--- src/rtl/rv_mc_pkg.sv ---
// Shared encodings for the multicycle RV32I core: opcodes, operand/result
// select codes and the reset instruction, common to the control FSM and datapath.
package rv_mc_pkg;

   localparam logic [6:0] OPC_LOAD   = 7'b0000011;
   localparam logic [6:0] OPC_OP_IMM = 7'b0010011;
   localparam logic [6:0] OPC_AUIPC  = 7'b0010111;
   localparam logic [6:0] OPC_STORE  = 7'b0100011;
   localparam logic [6:0] OPC_OP     = 7'b0110011;
   localparam logic [6:0] OPC_LUI    = 7'b0110111;
   localparam logic [6:0] OPC_BRANCH = 7'b1100011;
   localparam logic [6:0] OPC_JALR   = 7'b1100111;
   localparam logic [6:0] OPC_JAL    = 7'b1101111;

   localparam logic [1:0] RESULT_SRC_ALUOUT = 2'b00;
   localparam logic [1:0] RESULT_SRC_MDR    = 2'b01;
   localparam logic [1:0] RESULT_SRC_ALU    = 2'b10;
   localparam logic [1:0] RESULT_SRC_ZERO   = 2'b11;

   localparam logic [1:0] ALU_SRC_A_PC     = 2'b00;
   localparam logic [1:0] ALU_SRC_A_OLDPC  = 2'b01;
   localparam logic [1:0] ALU_SRC_A_REG    = 2'b10;
   localparam logic [1:0] ALU_SRC_A_ZERO   = 2'b11;

   localparam logic [1:0] ALU_SRC_B_REG    = 2'b00;
   localparam logic [1:0] ALU_SRC_B_IMM    = 2'b01;
   localparam logic [1:0] ALU_SRC_B_FOUR   = 2'b10;
   localparam logic [1:0] ALU_SRC_B_ZERO   = 2'b11;

   localparam logic [31:0] NOP_INSTR_C = 32'h0000_0013;

endpackage

--- src/rtl/mc_datapath_regs_imm_gen.sv ---
// Combinational immediate extender: decodes the instruction format from the
// opcode and produces the sign-extended immediate (zero for formats without one).
module imm_gen
   import rv_mc_pkg::*;
(
   input  logic [31:0] instr,
   output logic [31:0] imm_ext
);

   always_comb begin
      imm_ext = 32'h0000_0000;
      case (instr[6:0])
         OPC_OP_IMM, OPC_LOAD, OPC_JALR:
            imm_ext = {{20{instr[31]}}, instr[31:20]};
         OPC_STORE:
            imm_ext = {{20{instr[31]}}, instr[31:25], instr[11:7]};
         OPC_BRANCH:
            imm_ext = {{19{instr[31]}}, instr[31], instr[7], instr[30:25], instr[11:8], 1'b0};
         OPC_JAL:
            imm_ext = {{11{instr[31]}}, instr[31], instr[19:12], instr[20], instr[30:21], 1'b0};
         OPC_LUI, OPC_AUIPC:
            imm_ext = {instr[31:12], 12'h000};
         default:
            imm_ext = 32'h0000_0000;
      endcase
   end

endmodule

--- src/rtl/mc_datapath_regs.sv ---
// Non-architectural registers and operand steering of the multicycle RV32I core:
// PC/OldPC/IR/MDR/A/B/ALUOut plus memory-address, ALU-operand and result muxes.
module mc_datapath_regs
   import rv_mc_pkg::*;
#(
   parameter int               XLEN      = 32,
   parameter logic [XLEN-1:0]  RESET_PC  = 32'h0000_0000,
   parameter logic [31:0]      NOP_INSTR = NOP_INSTR_C
)(
   input  logic            clk,
   input  logic            reset,
   input  logic            branch,
   input  logic            pc_update,
   input  logic            ir_write,
   input  logic            adr_src,
   input  logic [1:0]      result_src,
   input  logic [1:0]      alu_src_a,
   input  logic [1:0]      alu_src_b,
   input  logic [XLEN-1:0] mem_rdata,
   input  logic [XLEN-1:0] rf_rd1,
   input  logic [XLEN-1:0] rf_rd2,
   input  logic [XLEN-1:0] alu_result,
   input  logic            alu_zero,
   output logic [XLEN-1:0] mem_addr,
   output logic [XLEN-1:0] mem_wdata,
   output logic [31:0]     instr,
   output logic [6:0]      op,
   output logic [XLEN-1:0] src_a,
   output logic [XLEN-1:0] src_b,
   output logic [XLEN-1:0] result,
   output logic [XLEN-1:0] imm_ext,
   output logic [XLEN-1:0] pc,
   output logic [XLEN-1:0] old_pc
);

   logic [XLEN-1:0] pc_q, pc_d;
   logic [XLEN-1:0] old_pc_q, old_pc_d;
   logic [31:0]     instr_q, instr_d;
   logic [XLEN-1:0] a_q, a_d;
   logic [XLEN-1:0] b_q, b_d;
   logic [XLEN-1:0] alu_out_q, alu_out_d;
   logic [XLEN-1:0] mdr_q, mdr_d;
   logic [31:0]     imm32;
   logic            pc_write;

   imm_gen u_imm_gen (
      .instr   (instr_q),
      .imm_ext (imm32)
   );

   assign pc_write = pc_update | (branch & alu_zero);

   always_comb begin
      result = '0;
      case (result_src)
         RESULT_SRC_ALUOUT: result = alu_out_q;
         RESULT_SRC_MDR:    result = mdr_q;
         RESULT_SRC_ALU:    result = alu_result;
         default:           result = '0;
      endcase
   end

   always_comb begin
      src_a = '0;
      case (alu_src_a)
         ALU_SRC_A_PC:    src_a = pc_q;
         ALU_SRC_A_OLDPC: src_a = old_pc_q;
         ALU_SRC_A_REG:   src_a = a_q;
         default:         src_a = '0;
      endcase
   end

   always_comb begin
      src_b = '0;
      case (alu_src_b)
         ALU_SRC_B_REG:  src_b = b_q;
         ALU_SRC_B_IMM:  src_b = imm_ext;
         ALU_SRC_B_FOUR: src_b = XLEN'(32'd4);
         default:        src_b = '0;
      endcase
   end

   // Reset dominates all enables; old_pc captures the pre-update PC on a fetch.
   always_comb begin
      pc_d      = pc_q;
      old_pc_d  = old_pc_q;
      instr_d   = instr_q;
      a_d       = rf_rd1;
      b_d       = rf_rd2;
      alu_out_d = alu_result;
      mdr_d     = mem_rdata;
      if (!reset) begin
         pc_d      = RESET_PC;
         old_pc_d  = '0;
         instr_d   = NOP_INSTR;
         a_d       = '0;
         b_d       = '0;
         alu_out_d = '0;
         mdr_d     = '0;
      end else begin
         if (pc_write) begin
            pc_d = result;
         end else begin
            pc_d = pc_q;
         end
         if (ir_write) begin
            instr_d  = mem_rdata[31:0];
            old_pc_d = pc_q;
         end else begin
            instr_d  = instr_q;
            old_pc_d = old_pc_q;
         end
      end
   end

   always_ff @(posedge clk) begin
      pc_q      <= pc_d;
      old_pc_q  <= old_pc_d;
      instr_q   <= instr_d;
      a_q       <= a_d;
      b_q       <= b_d;
      alu_out_q <= alu_out_d;
      mdr_q     <= mdr_d;
   end

   assign imm_ext   = XLEN'($signed(imm32));
   assign mem_addr  = adr_src ? result : pc_q;
   assign mem_wdata = b_q;
   assign instr     = instr_q;
   assign op        = instr_q[6:0];
   assign pc        = pc_q;
   assign old_pc    = old_pc_q;

endmodule

--- config.mk ---
export PLATFORM = sky130hd
export DESIGN_NAME = mc_datapath_regs
export DESIGN_NICKNAME = d
export VERILOG_FILES = /design/src/rtl/rv_mc_pkg.sv /design/src/rtl/mc_datapath_regs_imm_gen.sv /design/src/rtl/mc_datapath_regs.sv
export SDC_FILE = /design/constraint.sdc
export NUM_CORES = 1
export LEC_CHECK = 0
export BUFFER_PORTS_ARGS = -buffer_cell sky130_fd_sc_hd__buf_2
export CORE_AREA = 4 4 166 168
export CTS_CLUSTER_DIAMETER = 30
export DETAILED_ROUTE_END_ITERATION = 10
export DIE_AREA = 0 0 170 172
export PLACE_DENSITY = 0.77
export RECOVER_POWER = 100
export SYNTH_ARGS = -nofsm -noshare
export SYNTH_HDL_FRONTEND = slang
export SYNTH_SLANG_ARGS = --single-unit
--- constraint.sdc ---
create_clock -name clk -period 2.99 [get_ports clk]
set_input_delay 0.299 -clock clk [delete_from_list [all_inputs] [get_ports clk]]
set_output_delay 0.299 -clock clk [all_outputs]
set_load 0.005 [all_outputs]
* After elaboration in Yosys (flattened, before gate mapping) *
Cells that the tools add are included.

storage, ports and cells
  bits of input ports = 141
  output and inout bits = 295
  register bits after elaboration = 224
  word-level logic and storage cells = 33

operators by class
  bitwise gates (word level) = 2
  equal/unequal tests = 14
  reductions and logical operators = 5
  muxes and demuxes = 5

operators with widths
  kind                                                 number
  case mux 32 bit (3 select lines)                     3
  case mux 32 bit (5 select lines)                     1
  two-way mux 32 bit                                   1
  equality test 7 bit, second input constant           3
  equality test 7 x 5 -> 1 bit, second input constant  2
  equality test 7 x 6 -> 1 bit, second input constant  2
  equality test 7 x 2 -> 1 bit, second input constant  1
  equality test 2 x 1 -> 1 bit, second input constant  3
  equality test 2 bit, second input constant           3
  zero test 2 bit                                      3
  OR reduction 3 bit                                   1
  OR reduction 2 bit                                   1
  bitwise AND 1 bit                                    1
  OR 1 bit                                             1

* Longest topological paths before layout *
  word-level depth = 4
  depth in mapped cells = 7
  mapped depth without buffers = 4

* Cells and area by module *
Synthesis repeated with hierarchy kept, for this count alone.

unflattened totals
  cell total of the unflattened synthesis = 1062
  area total of the unflattened synthesis = 10084.7 sq um

modules (own cells, without submodules)
  module            area each (sq um)  times used  seq. area each (sq um)  cells an instance
  mc_datapath_regs  9537.9             1           4484.3                  983
  imm_gen           546.8              1           0.0                     79

* Worst setup path after synthesis *
Ideal clock, no wire load.

  kind = reg-to-output
  from = register instr_q[5], in the netlist instr[5]
  to = output src_b[18]
  path slack = 991 ps
  arrival time = 1700 ps
  buffers on the path = 3
  stages on the path, launching flop included = 7
  data required time = 2691 ps
  cells stage by stage = dfxtp_1 buf_6 mux2_4 or4_4 buf_6 buf_8 a311oi_2

between the ends
  word-level cells in the longest chain between the ends = 4
  elaborated cells between the ends (all ways) = 12
  classes of those cells = eq/ne (8); mux (2); reduce/logical (2)

ends and longest elaborated chain
  element                                                          RTL line                        source
  start, declared                                                  mc_datapath_regs.sv:38          logic [31:0] instr_q, instr_d;
  start signal, assigned                                           mc_datapath_regs.sv:119         instr_q <= instr_d;
  equality test 7 x 5 -> 1 bit (tied with other cells)             mc_datapath_regs_imm_gen.sv:12  case (instr[6:0])
  OR reduction 3 bit / OR reduction 2 bit (equally long branches)  mc_datapath_regs_imm_gen.sv:12
  case mux 32 bit (5 select lines) *                               mc_datapath_regs_imm_gen.sv:12
  case mux 32 bit (3 select lines) *                               mc_datapath_regs.sv:75          case (alu_src_b)
  end, declared                                                    mc_datapath_regs.sv:29          output logic [XLEN-1:0] src_b,

Mark *: on every way between the ends. The rest lies on a longest branch, timed or not.

* Worst setup path in the final report *
  from = input alu_src_a[0]
  to = output src_a[0]

between the ends
  word-level cells in the longest chain between the ends = 2
  elaborated cells between the ends (all ways) = 4
  classes of those cells = eq/ne (2); mux (1); reduce/logical (1)

ends and longest elaborated chain
  element                                      RTL line                source
  start, declared                              mc_datapath_regs.sv:17  input logic [1:0] alu_src_a,
  equality test 2 bit (tied with other cells)  mc_datapath_regs.sv:65  case (alu_src_a)
  case mux 32 bit (3 select lines) *           mc_datapath_regs.sv:65
  end, declared                                mc_datapath_regs.sv:28  output logic [XLEN-1:0] src_a,

Marked as above.

==> results.json <==
{
  "synth_compound_area_frac": 0.0925,
  "crit_type": "in2out",
  "cap_violations": 1,
  "leakagePower_nw": 6.39,
  "max_slew_margin": 0.000768,
  "ir_drop_v": 0.000639,
  "die_area_mm2": 0.0292,
  "post_cts_buffers": 0,
  "rsz0062_at_grt": "no",
  "share_comb_of_total_power": 0.115,
  "synthAdderAreaFrac": 0,
  "min_path_type": "in2reg",
  "p_sw_frac": 0.258,
  "clk_latency_ns": 0.54,
  "top_layer": "met4",
  "ys.warnings.count": 0,
  "fin_nets": 1662,
  "synth_simple_gate_area_frac": 0.233,
  "clockBufferDepth": 3,
  "seqPwrFrac": 0.329,
  "die_w_um": 170,
  "path_clk_slew_ns": 0.04,
  "synth.area.top_cells": "dfxtp_1 46%, mux2i_1 13%, and2_1 8.6%",
  "muxShareOfSynthArea": 0.170,
  "slew_violations": 0,
  "violations": "capacitance limit",
  "yosysUniqueCellTypes": 46,
  "crit_start": "alu_src_a[0]",
  "dr_wl_met3_um": 2840,
  "ios": 436,
  "crit_required_ns": 2.69,
  "holdCritStartpoint": "mem_rdata[1]",
  "ctsHtreeMaxLevel": 2,
  "avgSynthCellArea_um2": 9.70,
  "worstPathCellList": "buf_2 -> nor2b_1 -> clkbuf_2 -> nand2_1 -> o21ai_0 -> clkbuf_1",
  "place_congestion": 0.895,
  "setup_viol": 0,
  "fin_tns_setup_ns": 0,
  "remaining_drc_errors": 0,
  "register_area_mm2": 0.00449,
  "clock_tree.root_cell": "clkbuf_16",
  "finalCritPeriodShare": 0.954,
  "grt_pass1_wl_um": 58100,
  "ant_nets": 0,
  "cp_slowest_cell": "nor2b_1",
  "yosysTopAreaCell": "dfxtp_1",
  "cp_data_arrival_time_ns": 2.55,
  "finalHoldViolations": 0,
  "wl_met1_um": 15400,
  "ys.flop_type": "dfxtp_1",
  "finalCriticalPeriod_ns": 2.85,
  "fin_skew_ns": 0.0213,
  "viasPerCell": 5.09,
  "start_kind": "input pin",
  "vias": 9684,
  "multiInputGateArea_mm2": 0.00484,
  "synthesis.area_mm2": 0.00975,
  "p_int_w": 0.00749,
  "ys_ff_latch": 224,
  "grt_max_degree": 94,
  "core_area_mm2": 0.0259,
  "overflow": 0,
  "yosysSeqAreaShare": 0.460,
  "cp-end-kind": "primary output",
  "wl_met2_um": 19000,
  "switchingPower_w": 0.00260,
  "yosysTopAreaCellShare": 0.460,
  "cp_slowest_stage_delay_ns": 1.13,
  "synth-edff-count": 0,
  "async_reset_ff_frac": 0,
  "synth_top_family_by_area": "simple AND/OR/NAND/NOR gates",
  "synth.net_count": 1146,
  "syn_inst": 1005,
  "antenna_found_initial": 1,
  "drive_gt1_frac": 0.232,
  "synthTopCellsByCount": "224 x dfxtp_1, 134 x and2_1, 128 x mux2i_1",
  "worst_slew_pin_slew_ns": 1.50,
  "drtPass1Iterations": 5,
  "outcome": "finished, violations left",
  "start_util": 0.376,
  "grt_use_total": 0.252,
  "cp_max_fo": 19,
  "hpwlAfterDp_um": 26900,
  "p_per_area_mw_per_mm2": 692,
  "wire_per_inst_um": 20.4,
  "fmaxAchievable_mhz": 350,
  "initialDrtViolationCount": 562,
  "areaGrowthSynthToFinish_pct": 49.5,
  "postLayoutCellArea_mm2": 0.0146,
  "placement_rows": 59,
  "fillers": 2323,
  "wirelength_um": 38900,
  "cts.sink_count": 224,
  "synth_xor_area_frac": 0,
  "cts_inserted_buffers": 52,
  "io_buffer_count": 435,
  "rr_startpoint": "alu_out_q[30]",
  "die_h_um": 172,
  "yosysMostFrequentCell": "dfxtp_1",
  "place_area_mm2": 0.0121,
  "cts_tree": "built",
  "p_clk_frac": 0.556,
  "grt_pass1_vias": 10000
}
-- power groups by stage --
stage / sequential (W) / combinational (W) / clock, W
after global routing: 0.00334 / 0.00127 / 0.00586
after floorplan: 0.00332 / 0.000591 / 0
after global placement: 0.00336 / 0.00107 / 0
after CTS: 0.00331 / 0.00120 / 0.00570
after detailed placement: 0.00337 / 0.00108 / 0
final: 0.00332 / 0.00116 / 0.00561
-- worst max-delay path: cells and delay by family --
| kind | cells | cell delay (ns) |
|---|---|---|
| AND/OR/NAND/NOR | 2 | 1.22 |
| buffers and inverters | 3 | 0.89 |
| AO/OA/AOI/OAI | 1 | 0.11 |
-- state kept, by name, indices dropped and copies added, names as in the netlist --
register / count
pc: 32
alu_out_q: 32
mem_wdata: 32
a_q: 32
old_pc: 32
instr: 32
mdr_q: 32
-- logic make-up (layout without fill, tap and decap cells) --
| group | Yosys count | after routing |
|---|---|---|
| AO/OA/AOI/OAI | 111 | 111 |
| buffers and inverters | 93 | 653 |
| flip-flops | 224 | 224 |
| multiplexers | 161 | 161 |
| other | 0 | 2 |
| AND/OR/NAND/NOR | 416 | 416 |
-- cell type report --
class	instances	share of cell area
antenna	2	0.000343
timing repair buffer	552	0.208
clock inverter	38	0.0270
clock buffer	60	0.0949
multi-input combinational	688	0.332
inverter	3	0.000773
sequential	224	0.308
tap	335	0.0288
-- worst paths after layout --
check / to / slack, ns / cells past startpoint
worst min register to register: old_pc[21] / 0.54 / 2
worst max-delay path: src_a[0] / 0.14 / 6
worst max register to register: pc[30] / 1.83 / 4
worst min-delay path: mdr_q[1] / 0.02 / 2
-- metrics by stage --
step	std cells	util	total power, W	worst slack [ns]	hold WS [ns]
after CTS	1900	0.575	0.0102	0.0532	0.000373
after floorplan	1005	-	0.00391	0.991	0.421
final	1902	0.562	0.0101	0.137	0.0157
after global routing	1901	0.562	0.0105	0.00374	0.00608
after global placement	1698	0.467	0.00443	0.681	0.505
after detailed placement	1698	0.467	0.00445	0.655	0.508
-- timing repair --
action / in CTS / in global routing
hold buffers: 104 / 0
setup endpoints to repair: 0 / 2
resized for setup: 0 / 1
endpoints found under the hold margin: 104 / 0
-- per-layer routing --
| layer | track usage | vias to the layer above |
|---|---|---|
| met2 | 0.434 | 516 |
| met3 | 0.0556 | 110 |
| li1 | - | 4471 |
| met1 | 0.302 | 4587 |
| met5 | 0 | - |
| met4 | 0.117 | 0 |
-- cells in the final DEF, fill, tap and decap left out, types with 3 or more instances in the layout --
cell           instances
and2_0                55
nand2_1               75
inv_1                  3
and2_1                79
o21a_1                 3
a311oi_2               6
buf_4                  8
clkinv_4              10
clkbuf_8               3
o21ai_0               32
clkinv_2              10
buf_2                204
a32o_1                 6
nor2b_1               63
dfxtp_1              223
clkbuf_16             53
a311oi_1              13
inv_6                  7
dlygate4sd3_1        104
nor2_1                94
clkbuf_2               6
clkinvlp_4             6
a22o_1                 6
nand3_1                3
o2bb2ai_1             32
bufinv_16              5
clkbuf_1             232
mux2i_1              128
nor3b_1               32
mux2_2                31
(Power assumes the default switching activity.)
